File: config.mk
export PLATFORM = sky130hd
export DESIGN_NAME = quadrature_filter_flat
export DESIGN_NICKNAME = d
export VERILOG_FILES = /design/src/rtl/quadrature_filter_if.sv /design/src/rtl/quadrature_filter.sv /design/src/flat_wrapper.sv
export SDC_FILE = /design/constraint.sdc
export NUM_CORES = 1
export LEC_CHECK = 0
export ABC_CLOCK_PERIOD_IN_PS = 5500
export CORE_MARGIN = 5
export CORE_UTILIZATION = 35
export DETAILED_ROUTE_END_ITERATION = 6
export PLACE_DENSITY = 0.59
export SYNTH_ARGS = -nofsm -noshare
export SYNTH_HDL_FRONTEND = slang
export SYNTH_SLANG_ARGS = --single-unit
File: constraint.sdc
create_clock -name clk -period 5.5 [get_ports clk]
set_input_delay 1.65 -clock clk [delete_from_list [all_inputs] [get_ports clk]]
set_output_delay 1.65 -clock clk [all_outputs]
set_load 0.005 [all_outputs]
File: src/rtl/quadrature_filter_if.sv
// Encoder front-end bus: raw pins and clear in, conditioned channels,
// step/direction and position out.
interface quadrature_filter_if #(
    parameter int COUNT_WIDTH = 16
);
    logic                   quad_a_pin;
    logic                   quad_b_pin;
    logic                   clear;
    logic                   quad_a;
    logic                   quad_b;
    logic                   step;
    logic                   dir;
    logic [COUNT_WIDTH-1:0] position;
    logic                   error;

    // Side that drives the raw pins and observes the decoded results.
    modport master (
        output quad_a_pin, quad_b_pin, clear,
        input  quad_a, quad_b, step, dir, position, error
    );

    // The conditioner itself.
    modport slave (
        input  quad_a_pin, quad_b_pin, clear,
        output quad_a, quad_b, step, dir, position, error
    );
endinterface

File: src/rtl/quadrature_filter.sv
// Quadrature encoder conditioner: two-flop synchroniser and dwell filter per
// channel, followed by a 4x decoder producing step/dir pulses, a wrapping
// signed position count and a sticky illegal-transition flag.
module quadrature_filter #(
    parameter int FILTER_CYCLES = 4,
    parameter int COUNT_WIDTH   = 16
) (
    input  logic                clk,
    input  logic                resetn,
    quadrature_filter_if.slave  bus
);
    localparam int FCW         = $clog2(FILTER_CYCLES + 1);
    // Long enough for a level present at reset to pass the synchroniser and
    // the filter before decoding is enabled.
    localparam int INIT_CYCLES = 2 + FILTER_CYCLES + 1;
    localparam int ICW         = $clog2(INIT_CYCLES + 1);

    typedef enum logic {
        ST_INIT,
        ST_RUN
    } state_t;

    // Bit 1 is channel A, bit 0 is channel B throughout.
    logic [1:0] pin_raw;
    logic [1:0] filt;

    assign pin_raw = {bus.quad_a_pin, bus.quad_b_pin};

    genvar gi;
    generate
        for (gi = 0; gi < 2; gi++) begin : g_chan
            logic           sync1_reg;
            logic           sync2_reg;
            logic           filt_reg;
            logic [FCW-1:0] cnt_reg;
            logic [FCW-1:0] cnt_inc;

            assign cnt_inc  = cnt_reg + FCW'(1);
            assign filt[gi] = filt_reg;

            // Synchronise the pin, then let the filtered level follow only
            // after the new level has held for FILTER_CYCLES clocks.
            always_ff @(posedge clk) begin
                if (!resetn) begin
                    sync1_reg <= 1'b0;
                    sync2_reg <= 1'b0;
                    filt_reg  <= 1'b0;
                    cnt_reg   <= '0;
                end else begin
                    sync1_reg <= pin_raw[gi];
                    sync2_reg <= sync1_reg;
                    if (sync2_reg == filt_reg) begin
                        cnt_reg <= '0;
                    end else if (cnt_inc == FCW'(FILTER_CYCLES)) begin
                        filt_reg <= sync2_reg;
                        cnt_reg  <= '0;
                    end else begin
                        cnt_reg <= cnt_inc;
                    end
                end
            end
        end
    endgenerate

    state_t                  state_reg, state_next;
    logic [ICW-1:0]          init_cnt_reg, init_cnt_next;
    logic [1:0]              prev_reg;
    logic                    step_reg, step_next;
    logic                    dir_reg, dir_next;
    logic [COUNT_WIDTH-1:0]  pos_reg, pos_next;
    logic                    err_reg, err_next;

    logic fwd;
    logic rev;
    logic illegal;

    // Classify the filtered-level change since last cycle (A is the MSB).
    always_comb begin
        fwd = 1'b0;
        rev = 1'b0;
        case ({prev_reg, filt})
            4'b0010, 4'b1011, 4'b1101, 4'b0100: fwd = 1'b1;
            4'b0001, 4'b0111, 4'b1110, 4'b1000: rev = 1'b1;
            default: ;
        endcase
    end

    assign illegal = ((prev_reg ^ filt) == 2'b11);

    // Next state and decoded outputs; clear overrides position and error last.
    always_comb begin
        state_next    = state_reg;
        init_cnt_next = init_cnt_reg;
        step_next     = 1'b0;
        dir_next      = dir_reg;
        pos_next      = pos_reg;
        err_next      = err_reg;

        case (state_reg)
            ST_INIT: begin
                if (init_cnt_reg == ICW'(INIT_CYCLES - 1)) begin
                    state_next    = ST_RUN;
                    init_cnt_next = '0;
                end else begin
                    init_cnt_next = init_cnt_reg + ICW'(1);
                end
            end
            ST_RUN: begin
                if (fwd) begin
                    step_next = 1'b1;
                    dir_next  = 1'b1;
                    pos_next  = pos_reg + COUNT_WIDTH'(1);
                end else if (rev) begin
                    step_next = 1'b1;
                    dir_next  = 1'b0;
                    pos_next  = pos_reg - COUNT_WIDTH'(1);
                end else if (illegal) begin
                    err_next = 1'b1;
                end
            end
            default: begin
                state_next    = ST_INIT;
                init_cnt_next = '0;
            end
        endcase

        if (bus.clear) begin
            pos_next = '0;
            err_next = 1'b0;
        end
    end

    // State and output registers; prev tracks the filtered levels every cycle.
    always_ff @(posedge clk) begin
        if (!resetn) begin
            state_reg    <= ST_INIT;
            init_cnt_reg <= '0;
            prev_reg     <= 2'b00;
            step_reg     <= 1'b0;
            dir_reg      <= 1'b0;
            pos_reg      <= '0;
            err_reg      <= 1'b0;
        end else begin
            state_reg    <= state_next;
            init_cnt_reg <= init_cnt_next;
            prev_reg     <= filt;
            step_reg     <= step_next;
            dir_reg      <= dir_next;
            pos_reg      <= pos_next;
            err_reg      <= err_next;
        end
    end

    assign bus.quad_a   = filt[1];
    assign bus.quad_b   = filt[0];
    assign bus.step     = step_reg;
    assign bus.dir      = dir_reg;
    assign bus.position = pos_reg;
    assign bus.error    = err_reg;
endmodule

File: src/flat_wrapper.sv
// flat-port wrapper written by rule: the top's interface ports become plain ports
module quadrature_filter_flat 
#(
    parameter int FILTER_CYCLES = 4,
    parameter int COUNT_WIDTH   = 16
)
  (clk, resetn, bus_quad_a_pin, bus_quad_b_pin, bus_clear, bus_quad_a, bus_quad_b, bus_step, bus_dir, bus_position, bus_error);
  quadrature_filter_if #(.COUNT_WIDTH(COUNT_WIDTH)) bus_i ();
  input  logic clk;
  input  logic resetn;
  input wire logic [$bits(bus_i.quad_a_pin)-1:0] bus_quad_a_pin;
  input wire logic [$bits(bus_i.quad_b_pin)-1:0] bus_quad_b_pin;
  input wire logic [$bits(bus_i.clear)-1:0] bus_clear;
  output wire logic [$bits(bus_i.quad_a)-1:0] bus_quad_a;
  output wire logic [$bits(bus_i.quad_b)-1:0] bus_quad_b;
  output wire logic [$bits(bus_i.step)-1:0] bus_step;
  output wire logic [$bits(bus_i.dir)-1:0] bus_dir;
  output wire logic [$bits(bus_i.position)-1:0] bus_position;
  output wire logic [$bits(bus_i.error)-1:0] bus_error;
  assign bus_i.quad_a_pin = bus_quad_a_pin;
  assign bus_i.quad_b_pin = bus_quad_b_pin;
  assign bus_i.clear = bus_clear;
  assign bus_quad_a = bus_i.quad_a;
  assign bus_quad_b = bus_i.quad_b;
  assign bus_step = bus_i.step;
  assign bus_dir = bus_i.dir;
  assign bus_position = bus_i.position;
  assign bus_error = bus_i.error;
  quadrature_filter #(.FILTER_CYCLES(FILTER_CYCLES), .COUNT_WIDTH(COUNT_WIDTH)) u_core (.clk(clk), .resetn(resetn), .bus(bus_i));
endmodule
Yosys cells after proc, flatten, opt, wreduce, memory -nomap -nowiden
Cells that the tools add are included.

Output and inout port bits: 21. Bits of input ports: 5. Logic and storage cells: 62. Register bits after elaboration: 37.

Equality and inequality tests: 14. Add/subtract/negate cells: 5. Reductions and logical operators: 11. Bitwise gates (word level): 6. Multiplexer cells: 11.

Operators with widths (number): $mux 16 (2); $add 16x1->16 const B (1); $eq 4x4->1 const B (4); $sub 16x1->16 const B (1); $add 3x1->3 const B (3); $eq 3x3->1 const B (3); $eq 4x3->1 const B (2); $mux 1 (8); $reduce_and 2->1 (4); $reduce_or 4->1 (2); $reduce_or 3->1 (2); $not 1->1 (5); $eq 4x1->1 const B (1); $eq 4x2->1 const B (1); $reduce_and 4->1 (1); $mux 3 (1); $eq 1x1->1 (2); $eq 2x2->1 const B (1); $reduce_bool 2->1 (1); $reduce_or 2->1 (1); $xor 2x2->2 (1).

Depth between registers and ports, before layout
Word-level depth: 5. Mapped depth: 10. Depth with buffers taken out: 10.

Worst setup path after synthesis
Ideal clock, no wire load.

Kind: register to register. Start point: register u_core.g_chan[1].filt_reg, in the netlist u_core.bus.quad_a. End point: register u_core.pos_reg[8], in the netlist u_core.bus.position[8]. Data arrival time: 2.678 ns. Setup slack: 2.703 ns. Library setup time: 0.120 ns. Buffers on the path: 0. Clock period less this slack: 2.797 ns. Required time: 5.380 ns. Cell stages (with the launch flop): 10. Cells stage by stage: dfxtp_1 -> xor2_1 -> nand2_1 -> fa_1 -> a21o_1 -> a21o_2 -> and2_1 -> o21a_1 -> o41a_1 -> a211o_1.

Longest elaborated chain between the ends: 5. Elaborated cells between the ends (all ways): 15. Those cells by class: 8 x eq/ne; 3 x mux; 4 x reduce/logical.

RTL lines: start: declaration (RTL line quadrature_filter.sv:34) `logic filt_reg;`; start signal: assignment (RTL line quadrature_filter.sv:55) `filt_reg <= sync2_reg;`; $eq 4x1->1 (tied with other cells) (RTL line quadrature_filter.sv:81) `case ({prev_reg, filt})`; $reduce_or 4->1 (RTL line quadrature_filter.sv:81); $mux 1 (RTL line quadrature_filter.sv:81); $reduce_bool 2->1 (no line); $reduce_and 2->1 (no line); end signal: assignment (RTL line quadrature_filter.sv:149) `pos_reg <= pos_next;`; end: declaration (RTL line quadrature_filter.sv:70) `logic [COUNT_WIDTH-1:0] pos_reg, pos_next;`.

Parallel ways exist; a longest one is shown, timed or not. A chain may end at the register's enable or synchronous reset.

Worst setup path in the final report
Start point: input port resetn. End point: register u_core.pos_reg[14], in the netlist u_core.bus.position[14].

Longest elaborated chain between the ends: 2.

RTL lines: start: declaration (RTL line flat_wrapper.sv:10) `input logic resetn;`; $not 1->1 (no line); $reduce_or 2->1 (no line).

No other way between the ends.

==> impl_metrics.json <==
{
  "status": "finished, final reports clean",
  "placed_area_sq_mm": 0.00239,
  "die_x_um": 86.9,
  "whs_path_depth": 1,
  "clock_sinks": 37,
  "layout-drive-gt1-share": 0.0522,
  "synth_top_area_cell": "dfxtp_1",
  "rsz0062_at_grt": "no",
  "vias": 1732,
  "row_count": 28,
  "synth-seq-cells": 37,
  "fp.dieH_um": 86.9,
  "grt_pass1_vias": 1644,
  "htree_levels": 2,
  "wl_per_cell_um": 12.6,
  "drt-pass1-iter-count": 4,
  "path_buf_inv": 1,
  "syn_avg_cell_area_sq_um": 8.56,
  "max_cap_viol_count": 0,
  "core-area_sq_mm": 0.00585,
  "cts_tree": "built",
  "ios": 26,
  "crit_type": "input pin to flop",
  "post_cts_buffers": 0,
  "syn_area_sq_mm": 0.00207,
  "arrival_ns": 3.61,
  "grt_pass1_wl_mm": 7.50,
  "layout_min_cycle_time_ns": 3.37,
  "postCtsResizedCells": 0,
  "path_clk_slew_ns": 0.08,
  "rr_worst_depth": 10,
  "start_util": 0.354,
  "setup_violations": 0,
  "worstPathCellList": "clkdlybuf4s50_1, nor2b_1, and3_1, o211a_1, a211o_1",
  "viasPerCell": 5.05,
  "ys_warn_count": 0,
  "cpPeakStageDelay_ns": 0.79,
  "fp.dieArea_sq_mm": 0.00756,
  "critical_path_required_ns": 5.74,
  "yosys.area.top_type_share": 0.357,
  "diodes": 0,
  "drt_iter0_drc": 60,
  "skew_ns": 0.00552,
  "syn_inst": 242,
  "fin_area_sq_mm": 0.00248,
  "rrSetupSlack_ns": 2.25,
  "remaining_drc_errors": 0,
  "antenna_found_initial": 0,
  "p_leak_uw": 0.00104,
  "endpoint_kind": "flop",
  "drt.antenna.violating_nets": 0,
  "hold_buffers": 0,
  "hold_path_class": "flop to flop",
  "dp_hpwl_mm": 3.16,
  "layout_common_cells": "dfxtp_1, clkdlybuf4s50_1, nand2_1, nor2_1, a21oi_1",
  "fin_setup_tns_ns": 0,
  "areaGrowthSynthToFinish_pct": 19.6,
  "slew_headroom": 0.493,
  "grt_max_degree": 21,
  "routed_wl_mm": 4.33,
  "cts_buffer_depth": 2,
  "final_hold_viol_count": 0,
  "syn_nets": 266,
  "critPathMaxFanout": 18,
  "clk_latency_ns": 0.29,
  "worst_pin_slew_ns": 0.759,
  "worstSetupStartpointType": "input pin",
  "synthTopCellsByArea": "dfxtp_1, ha_1, a21oi_1",
  "ys_types": 43,
  "maxSlewViolCount": 0,
  "mostFrequentLayoutCell": "dfxtp_1",
  "portBuffers": 25,
  "min_period_over_period": 0.613,
  "gr-total-overflow": 0,
  "largest_register_ffs": 16,
  "cts_made_buffers": 5,
  "power.density_mw_per_mm2": 197,
  "cp.depth": 5,
  "ir_worst_vdd_mv": 0.138,
  "nets": 291,
  "ctsRootBufferMaster": "clkbuf_8",
  "grt_usage": 0.125,
  "critPathSlowestCell": "clkdlybuf4s50_1",
  "path_delay_family": "simple AND/OR/NAND/NOR gates",
  "seq_area_frac_synth": 0.357,
  "fmax_mhz": 296,
  "gp_congestion": 0.780
}
[where the power goes]
part           internal [uW]  switching, uW  total, uW  leakage [uW]
Clock                   90.0            107        197     0.0000445
Sequential               271           3.47        275      0.000300
Combinational           7.40           7.84       15.2      0.000695
Total                    369            118        487       0.00104
[logic make-up (layout without fill, tap and decap cells)]
kind of cell,after synthesis,count (layout),share of synthesized area
and+or+nand+nor,95,95,0.222
AOI/OAI and AO/OA,60,60,0.195
DFF,37,37,0.357
adders and majority gates,19,19,0.118
xor gates and xnor gates,18,18,0.0761
buffers and inverters,11,37,0.0211
muxes,2,2,0.00966
[routing by layer]
layer,vias up,part of all wire,global-route usage
met2,31,0.45,0.203
met1,786,0.50,0.163
met5,-,0,0
met4,0,0.015,0.0425
met3,7,0.042,0.0284
li1,908,-,-
[synthesized netlist by cell type (all sizes together)]
library cell / count
o22ai: 1
dfxtp: 37
or3: 2
xor2: 11
xnor2: 7
nand2b: 3
nand4: 1
nor3: 6
nor2: 23
a21boi: 2
a21o: 6
and2: 8
o211ai: 2
o41ai: 1
nand3b: 1
o221a: 1
nand3: 10
clkbuf: 5
o31ai: 1
and3: 5
fa: 1
o21ai: 10
nor4: 2
buf: 2
nor2b: 10
a311oi: 1
a31oi: 1
a21oi: 21
a211oi: 4
o41a: 1
o211a: 2
a211o: 3
mux2i: 2
inv: 4
o21bai: 1
o21a: 2
ha: 18
nand2: 24
[final timing paths]
kind | startpoint | to
setup / recovery | resetn | u_core.bus.position[14]
hold reg to reg | u_core.g_chan[0].sync1_reg | u_core.g_chan[0].sync2_reg
hold / removal | u_core.g_chan[0].sync1_reg | u_core.g_chan[0].sync2_reg
setup reg to reg | u_core.bus.quad_a | u_core.bus.position[15]
[area by class of cell]
class / count / area, sq um
Sequential cell: 37 / 741
Tap cell: 75 / 93.8
Clock buffer: 5 / 68.8
Multi-Input combinational cell: 194 / 1290
Timing Repair Buffer: 25 / 250
Inverter: 4 / 15.0
Fill cell: 582 / 3370
Clock inverter: 3 / 21.3
[per-stage QoR]
stage	setup WS, ns	total power [uW]	instances	utilization	hold WS (ns)
after detailed placement	1.85	297	335	0.408	0.422
after global placement	1.83	296	335	0.408	0.418
after floorplan	2.70	291	242	-	0.412
after CTS	2.14	492	343	0.423	0.444
final	2.13	487	343	0.423	0.440
after global routing	1.88	507	343	0.423	0.463
(Power assumes the default switching activity.)
